**src/rtl/bcd_counter_pkg.sv**
```systemverilog
// rtl/bcd_counter_pkg.sv - shared constants and types for the cascaded modulo-RADIX counter
package bcd_counter_pkg;

  localparam int MAX_DIGITS = 8;
  localparam int MAX_RADIX  = 16;

  typedef enum logic {
    DIR_DOWN = 1'b0,
    DIR_UP   = 1'b1
  } dir_e;

endpackage

```
**src/rtl/counter_digit.sv**
```systemverilog
// rtl/counter_digit.sv - one modulo-RADIX digit with load, up/down step and end-of-range flags
module counter_digit
  import bcd_counter_pkg::*;
#(
  parameter int RADIX = 10,
  parameter int DW    = 4
) (
  input  logic          CLK,
  input  logic          MR_n,
  input  logic          load,
  input  logic [DW-1:0] d,
  input  logic          en,
  input  logic          up,
  output logic [DW-1:0] q,
  output logic          at_max,
  output logic          at_min
);

  localparam logic [DW:0]   RADIX_W = (DW+1)'(RADIX);
  localparam logic [DW-1:0] MAX_V   = DW'(RADIX - 1);

  logic [DW-1:0] r_q;
  logic [DW-1:0] w_load_val;
  dir_e          w_dir;

  assign w_dir = dir_e'(up);
  // Out-of-range load values collapse to 0 so a digit never leaves 0..RADIX-1.
  assign w_load_val = ({1'b0, d} >= RADIX_W) ? '0 : d;

  always_ff @(posedge CLK) begin
    if (!MR_n) begin
      r_q <= '0;
    end else if (load) begin
      r_q <= w_load_val;
    end else if (en) begin
      if (w_dir == DIR_UP) begin
        r_q <= at_max ? '0 : r_q + 1'b1;
      end else begin
        r_q <= at_min ? MAX_V : r_q - 1'b1;
      end
    end
  end

  assign q      = r_q;
  assign at_max = (r_q == MAX_V);
  assign at_min = (r_q == '0);

endmodule

```
**src/rtl/bcd_cascade_counter.sv**
```systemverilog
// rtl/bcd_cascade_counter.sv - multi-digit modulo-RADIX up/down counter with load, carry chain and wrap flags
module bcd_cascade_counter
  import bcd_counter_pkg::*;
#(
  parameter int DIGITS = 2,
  parameter int RADIX  = 10
) (
  input  logic                       CLK,
  input  logic                       MR_n,
  input  logic                       Enable,
  input  logic                       Up,
  input  logic                       Load,
  input  logic [DIGITS*$clog2(RADIX)-1:0] P,
  input  logic                       ClrOvf,
  output logic [DIGITS*$clog2(RADIX)-1:0] Q,
  output logic                       TC,
  output logic                       Wrap,
  output logic                       Ovf,
  output logic                       LoadErr
);

  localparam int          DW      = $clog2(RADIX);
  localparam logic [DW:0] RADIX_W = (DW+1)'(RADIX);

  if (DIGITS < 1 || DIGITS > MAX_DIGITS || RADIX < 2 || RADIX > MAX_RADIX) begin : g_bad_param
    $error("bcd_cascade_counter: DIGITS or RADIX out of range");
  end

  logic [DIGITS:0]   w_chain;
  logic [DIGITS-1:0] w_at_max;
  logic [DIGITS-1:0] w_at_min;
  logic [DIGITS-1:0] w_bad;
  logic              w_wrap;
  dir_e              w_dir;

  logic r_wrap;
  logic r_ovf;
  logic r_load_err;

  assign w_dir      = dir_e'(Up);
  assign w_chain[0] = 1'b1;

  // w_chain[i] is high when every digit below i sits at its end of range for the current direction.
  for (genvar i = 0; i < DIGITS; i++) begin : g_digit
    counter_digit #(
      .RADIX (RADIX),
      .DW    (DW)
    ) u_digit (
      .CLK    (CLK),
      .MR_n   (MR_n),
      .load   (Load),
      .d      (P[i*DW +: DW]),
      .en     (Enable & w_chain[i]),
      .up     (Up),
      .q      (Q[i*DW +: DW]),
      .at_max (w_at_max[i]),
      .at_min (w_at_min[i])
    );

    assign w_chain[i+1] = w_chain[i] & ((w_dir == DIR_UP) ? w_at_max[i] : w_at_min[i]);
    assign w_bad[i]     = ({1'b0, P[i*DW +: DW]} >= RADIX_W);
  end

  assign TC     = Enable & w_chain[DIGITS];
  assign w_wrap = TC & ~Load;

  always_ff @(posedge CLK) begin
    if (!MR_n) begin
      r_wrap     <= 1'b0;
      r_ovf      <= 1'b0;
      r_load_err <= 1'b0;
    end else begin
      r_wrap     <= w_wrap;
      r_load_err <= Load & (|w_bad);
      if (w_wrap) begin
        r_ovf <= 1'b1;
      end else if (ClrOvf) begin
        r_ovf <= 1'b0;
      end
    end
  end

  assign Wrap    = r_wrap;
  assign Ovf     = r_ovf;
  assign LoadErr = r_load_err;

endmodule

```
**config.mk**
```make
export PLATFORM = sky130hd
export DESIGN_NAME = bcd_cascade_counter
export DESIGN_NICKNAME = d
export VERILOG_FILES = /design/src/rtl/bcd_counter_pkg.sv /design/src/rtl/counter_digit.sv /design/src/rtl/bcd_cascade_counter.sv
export SDC_FILE = /design/constraint.sdc
export NUM_CORES = 1
export LEC_CHECK = 0
export ABC_CLOCK_PERIOD_IN_PS = 2900
export CORE_MARGIN = 4
export CORE_UTILIZATION = 49
export DETAILED_ROUTE_END_ITERATION = 10
export GPL_ROUTABILITY_DRIVEN = 0
export PLACE_DENSITY = 0.9
export SYNTH_ARGS = -nofsm -noshare
export SYNTH_HDL_FRONTEND = slang
export SYNTH_SLANG_ARGS = --single-unit
```
**constraint.sdc**
```tcl
create_clock -name CLK -period 2.9 [get_ports CLK]
set_input_delay 0.58 -clock CLK [delete_from_list [all_inputs] [get_ports CLK]]
set_output_delay 0.58 -clock CLK [all_outputs]
set_load 0.02 [all_outputs]
```
==> summary.md, run 1 <==
| Metric | Value |
|---|---|
| Status | complete, no violations |
| Clk_lat worst skew | 0.27 ns |
| Drt pass-1 iters | 6 |
| Layout cells sized above 1 | 0.111 |
| Hold/Removal Path Class | register to register |
| Critical path endpoint category | output pin |
| Leakage | 0.452 nW |
| Crit Path Class | input port to output pin |
| Post-synth top area cell | dfxtp_1 |
| CP required | 2.32 ns |
| Worst hold slack | 0.581 ns |
| Final WL | 2.13 mm |
| Final core occ | 0.720 |
| Die height | 49.9 um |
| Die area | 2490 sq um |
| TritonCTS Buffers | 3 |
| Avg Vias per Cell | 5.95 |
| Comb power frac | 0.311 |
| Synth Cell Area | 860 sq um |
| Max Fanout on Critical Path | 3 |
| Fin. max-slew vios | 0 |
| Vias in the first global route | 827 |
| Mapped Cells | 112 |
| First-pass GRT wire length | 3.54 mm |
| Setup Skew | 0.000476 ns |
| Dpl ws | -0.0623 ns |
| Grt total ovfl | 0 |
| Pwr Total | 0.412 mW |
| Slew of the pin with the lowest slew margin | 0.603 ns |
| Period minus WS final | 2.64 ns |
| CTS tree | done |
| Fin crit share | 0.909 |
| Cell count after placement | 147 |
| TNS Setup | 0 ns |
| Async SR Flop Fraction | 0 |
| DR vias | 899 |
| Hpwl dp | 1.62 mm |
| Clock sink count | 11 |
| Distinct cells, synth | 42 |
| Die X | 49.9 um |
| Hold Fails Final Rpt | 0 |
| # setup viols final | 0 |
| Number of synthesized register bits | 11 |
| FILL cells | 127 |
| Design Area, Final | 1130 sq um |
| Switching Fraction | 0.320 |
| Layout Nets | 150 |
| Clk root buf | clkbuf_4 |
| Final Instance Count excl. Fillers | 151 |
| Yosys warnings | 0 |
| Cell Area, Placed | 1110 sq um |
| Pwr/cell area | 363 nW/um^2 |
| MaxCap Viol Count | 0 |
| Cell-internal power | 0.280 mW |
| Clock Pin Slew Worst Setup and Hold Paths | 0.07 ns |
| Area delta synth->final | 32.0% |
| Initial antenna violation count | 0 |
| Largest net degree at the start of global routing | 21 |
| Io pins | 26 |
| Num rows | 14 |
| Per-cell routed wire length | 14.1 um |
| Slew headroom | 0.596 |
| Port Buffer Count | 25 |
| Seq pwr share | 0.433 |
| Top cell type's share of synthesized area | 0.256 |
| Setup ws final | 0.265 ns |
| Setup Fix Bufs, Post-CTS | 0 |
| Violation count after the first detailed-routing iteration | 17 |
| CORE AREA | 1580 sq um |
| Seq/Total Area, Yosys | 0.256 |
| Routed Antenna Nets | 0 |
| DRC Markers | 0 |
| FF-to-FF path depth | 5 |
| Initial Utilization | 0.545 |
| Arrival time at the worst endpoint | 2.06 ns |
| EDFF count, synth | 0 |
| Post-CTS Hold Fix Bufs | 0 |
| Post-CTS sizing | 1 |
| Syn_area_per_cell | 7.67 sq um |
| Clock share of power | 0.256 |
| Predominant post-synthesis flop cell | dfxtp_1 |
| Synthesized Nets | 126 |
| RSZ-0062 raised after global routing | false |
| CTS H-Tree Depth | 1 |
| VDD IR max | 0.260 mV |
| Hold Crit Depth | 2 |
| Switching power | 0.132 mW |
| Total GRT Usage | 0.183 |
| Max frequency | 0.379 GHz |
| Critical path launch point type | input port |
| Clock Tree Buf Depth | 2 |
| N_diodes | 0 |
| Synth area leaders | dfxtp_1 26%, o21ai_0 6.4%, a21oi_1 5.2% |
area by class of cell:
cell class	instances	area, sq um	area share
Clock buffer	4	26.3	0.0232
Inverter	6	22.5	0.0198
Timing Repair Buffer	31	294	0.259
Tap cell	16	20.0	0.0176
Sequential cell	11	220	0.194
Multi-Input combinational cell	83	552	0.486
state kept, by name, summed over array words and instances, names as in the netlist:
name and flops:
LoadErr 1, Ovf 1, Wrap 1, g_digit.u_digit.q 8
power by group through the flow:
stage / logic (mW) / clock network [mW] / registers (mW)
2_1_floorplan: 0.0799 / 0 / 0.179
3_3_place_gp: 0.125 / 0 / 0.181
3_5_place_dp: 0.128 / 0 / 0.182
4_1_cts: 0.129 / 0.105 / 0.178
5_1_grt: 0.139 / 0.115 / 0.181
6_report: 0.128 / 0.105 / 0.179
cells by family after synthesis:
kind of cell    count (synthesis)  synth area share
compound gates                 41             0.332
xor+xnor                        6            0.0611
buf+inv                        18             0.102
flops                          11             0.256
simple gates                   36             0.249
Yosys cell counts (all sizes together), types with 3 or more instances:
| cell type | instances |
|---|---|
| o21a | 4 |
| nor3 | 5 |
| xnor2 | 4 |
| buf | 6 |
| and3 | 3 |
| clkbuf | 6 |
| a21oi | 9 |
| inv | 6 |
| dfxtp | 11 |
| o21ai | 11 |
| nor2 | 6 |
| nand2 | 9 |
worst max-delay path, stage by stage:
cell	delay, ns
clkdlybuf4s50_1	0.45
buf_4	0.16
nor3_1	0.18
nor2_1	0.09
nor4_1	0.20
dlygate4sd2_1	0.38
cell usage in the layout (no fill, tap or decap), drive strengths merged, types with 3 or more instances in the layout:
cell and count:
clkdlybuf4s50 24, dfxtp 11, o21ai 11, nand2 9, a21oi 9, inv 6
buf 6, nor2 6, nor3 5, xnor2 4, o21a 4, clkbuf 4
and3 3
layer usage:
layer	track usage	vias up	wire length, um
met5	0	-	0
met4	0.0783	0	36
met3	0.0392	5	162
met2	0.313	39	1020
met1	0.217	403	911
li1	-	452	-
final timing paths:
check                                          endpoint                    start  slack, ns
worst max-delay path                                 TC                       Up       0.26
worst min register to register                      Ovf                      Ovf       0.58
worst min-delay path                                Ovf                      Ovf       0.58
worst max register to register  g_digit[1].u_digit.q[1]  g_digit[0].u_digit.q[3]       1.32
No activity file was read; power rests on OpenSTA's default activity.
==> run 2: changes to the inputs <==
--- a/constraint.sdc
+++ b/constraint.sdc
@@ -3,2 +3,2 @@
 set_output_delay 0.58 -clock CLK [all_outputs]
-set_load 0.02 [all_outputs]
+set_load 0.005 [all_outputs]
==> run 2 against run 1 <==
Clock-buffer cell count unchanged. Register-to-register slack lost 0.13 ns. Sequential share of layout area down 0.13 points. Non-clock buffer count down 1. Final cell count is 0.66% lower. Critical endpoint unchanged. Critical path type unchanged.
==> summary.md, run 2 (synthesis gave the netlist of run 1 again) <==
| Metric | Value |
|---|---|
| N_diodes | 0 (unchanged) |
| CORE AREA | 1580 sq um (unchanged) |
| Slew of the pin with the lowest slew margin | 0.606 ns (+0.00229 ns) |
| Area delta synth->final | 32.9% |
| CP required | 2.32 ns (about the same) |
| Status | complete, no violations |
| Setup ws final | 0.446 ns (+0.181 ns) |
| FILL cells | 133 (+4.7%) |
| Dpl ws | 0.00231 ns (+0.0646 ns) |
| Most frequent cells in the layout | 24 x clkdlybuf4s50_1, 11 x dfxtp_1, 11 x o21ai_0, 9 x nand2_1, 9 x a21oi_1 |
| CTS tree | done |
| Die height | 49.9 um (unchanged) |
| First-pass GRT wire length | 3.08 mm (-13%) |
| CP endpoint | TC |
| FF-to-FF setup slack | 1.19 ns (-0.13 ns) |
| Clock Pin Slew Worst Setup and Hold Paths | 0.07 ns (about the same) |
| Comb power frac | 0.289 (-0.022) |
| Slew headroom | 0.595 (-0.00153) |
| CTS H-Tree Depth | 1 (unchanged) |
| Hold Crit Depth | 2 (unchanged) |
| Hold Fails Final Rpt | 0 (unchanged) |
| Max Fanout on Critical Path | 9 (+6) |
| Violation count after the first detailed-routing iteration | 33 (+16) |
| Setup Skew | 0.000854 ns (+0.000378 ns) |
| Critical path endpoint category | output pin |
| # setup viols final | 0 (unchanged) |
| Seq pwr share | 0.457 (+0.024) |
| RR Endpoint | g_digit[1].u_digit.q[1] |
| Clock Tree Buf Depth | 2 (unchanged) |
| Avg Vias per Cell | 5.69 (-4.5%) |
| Routed Antenna Nets | 0 (unchanged) |
| VDD IR max | 0.259 mV (-0.59%) |
| Layout Nets | 149 (-0.67%) |
| Max frequency | 0.407 GHz (+7.4%) |
| Critical path launch point type | input port |
| Clock share of power | 0.254 (-0.002) |
| Hpwl dp | 1.48 mm (-8.6%) |
| FF-to-FF path depth | 5 (unchanged) |
| R2R Path Start | g_digit[0].u_digit.q[0] |
| Fin crit share | 0.846 (-0.0623) |
| Fin. max-slew vios | 0 (unchanged) |
| Leakage | 0.463 nW (+2.5%) |
| Cell-internal power | 0.279 mW (-0.34%) |
| Layout cells sized above 1 | 0.119 (+0.00829) |
| TritonCTS Buffers | 3 (unchanged) |
| Most common cell after layout, fill and taps aside | clkdlybuf4s50_1 |
| Crit Path Class | input port to output pin |
| Cell Area, Placed | 1100 sq um (-0.68%) |
| Grt total ovfl | 0 (unchanged) |
| RSZ-0062 raised after global routing | false |
| Vias in the first global route | 704 (-15%) |
| DR vias | 853 (-5.1%) |
| Drt pass-1 iters | 4 (-2) |
| Clk root buf | clkbuf_4 |
| Largest register FFs | 8 (unchanged) |
| Switching power | 0.118 mW (-10%) |
| Worst hold slack | 0.596 ns (+0.0146 ns) |
| TNS Setup | 0 ns (unchanged) |
| Post-CTS Hold Fix Bufs | 0 (unchanged) |
| MaxCap Viol Count | 0 (unchanged) |
| Total GRT Usage | 0.157 (-0.0258) |
| Pwr/cell area | 348 nW/um^2 (-4.1%) |
| Largest net degree at the start of global routing | 21 (unchanged) |
| Initial antenna violation count | 0 (unchanged) |
| Die area | 2490 sq um (unchanged) |
| Arrival time at the worst endpoint | 1.87 ns (-0.19 ns) |
| Port Buffer Count | 25 (unchanged) |
| Crit path launch | Up |
| Initial Utilization | 0.545 (unchanged) |
| Clock sink count | 11 (unchanged) |
| DRC Markers | 0 (unchanged) |
| Io pins | 26 (unchanged) |
| Period minus WS final | 2.45 ns (-0.181 ns) |
| Switching Fraction | 0.297 (-0.0224) |
| Hold/Removal Path Class | register to register |
| Per-cell routed wire length | 13.3 um (-5.9%) |
| Die X | 49.9 um (unchanged) |
| Num rows | 14 (unchanged) |
| Final WL | 1.99 mm (-6.6%) |
| Design Area, Final | 1140 sq um (+0.66%) |
| Clk_lat worst skew | 0.26 ns (about the same) |
[run 2: changes by cell type in the layout (fill, tap and decap cells not counted), sizes merged]
cell,delta
buf,-1
dlymetal6s2s,+1
dlygate4sd2,-1
[run 2: through the flow]
stage / utilization / cells / total power [mW]
2_1_floorplan: - / 112 / 0.249
3_3_place_gp: 0.699 / 146 / 0.294
3_5_place_dp: 0.699 / 146 / 0.297
4_1_cts: 0.720 / 150 / 0.398
5_1_grt: 0.725 / 150 / 0.417
6_report: 0.725 / 150 / 0.397
[run 2: repair_timing]
action	CTS	global route
gates resized for setup	1	2
cloned	0	0
buffers inserted	0	0
pin swaps	0	0
setup endpoints to repair	1	1
[run 2: worst max-delay path, stage by stage]
cell,delay [ns]
clkdlybuf4s50_1,0.54
buf_4,0.19
and3_1,0.16
nor2_1,0.07
nor4_2,0.17
dlymetal6s2s_1,0.17
[run 2: final cells by class]
type / count / area, sq um / area share
Clock buffer: 4 / 26.3 / 0.0230
Inverter: 6 / 22.5 / 0.0197
Multi-Input combinational cell: 83 / 563 / 0.493
Sequential cell: 11 / 220 / 0.193
Tap cell: 16 / 20.0 / 0.0175
Timing Repair Buffer: 30 / 290 / 0.254
[run 2: per-layer routing]
metal / routed length (um) / vias up / GRT usage
li1: - / 445 / -
met1: 972 / 388 / 0.196
met2: 916 / 18 / 0.258
met3: 77 / 2 / 0.0211
met4: 27 / 0 / 0.0829
met5: 0 / - / 0
[run 2: worst min-delay path by stage]
stage | to | startpoint
after floorplan | Ovf | Ovf
after global placement | Ovf | Ovf
after detailed placement | Ovf | Ovf
after CTS | Ovf | Ovf
after global routing | Ovf | Ovf
final | Ovf | Ovf
[run 2: power by group through the flow]
stage | Sequential (mW) | Combinational [mW] | Clock, mW
finish | 0.181 | 0.115 | 0.101
floorplan | 0.169 | 0.0795 | 0
CTS | 0.181 | 0.115 | 0.103
global placement | 0.183 | 0.111 | 0
global route | 0.184 | 0.124 | 0.110
detailed placement | 0.184 | 0.114 | 0
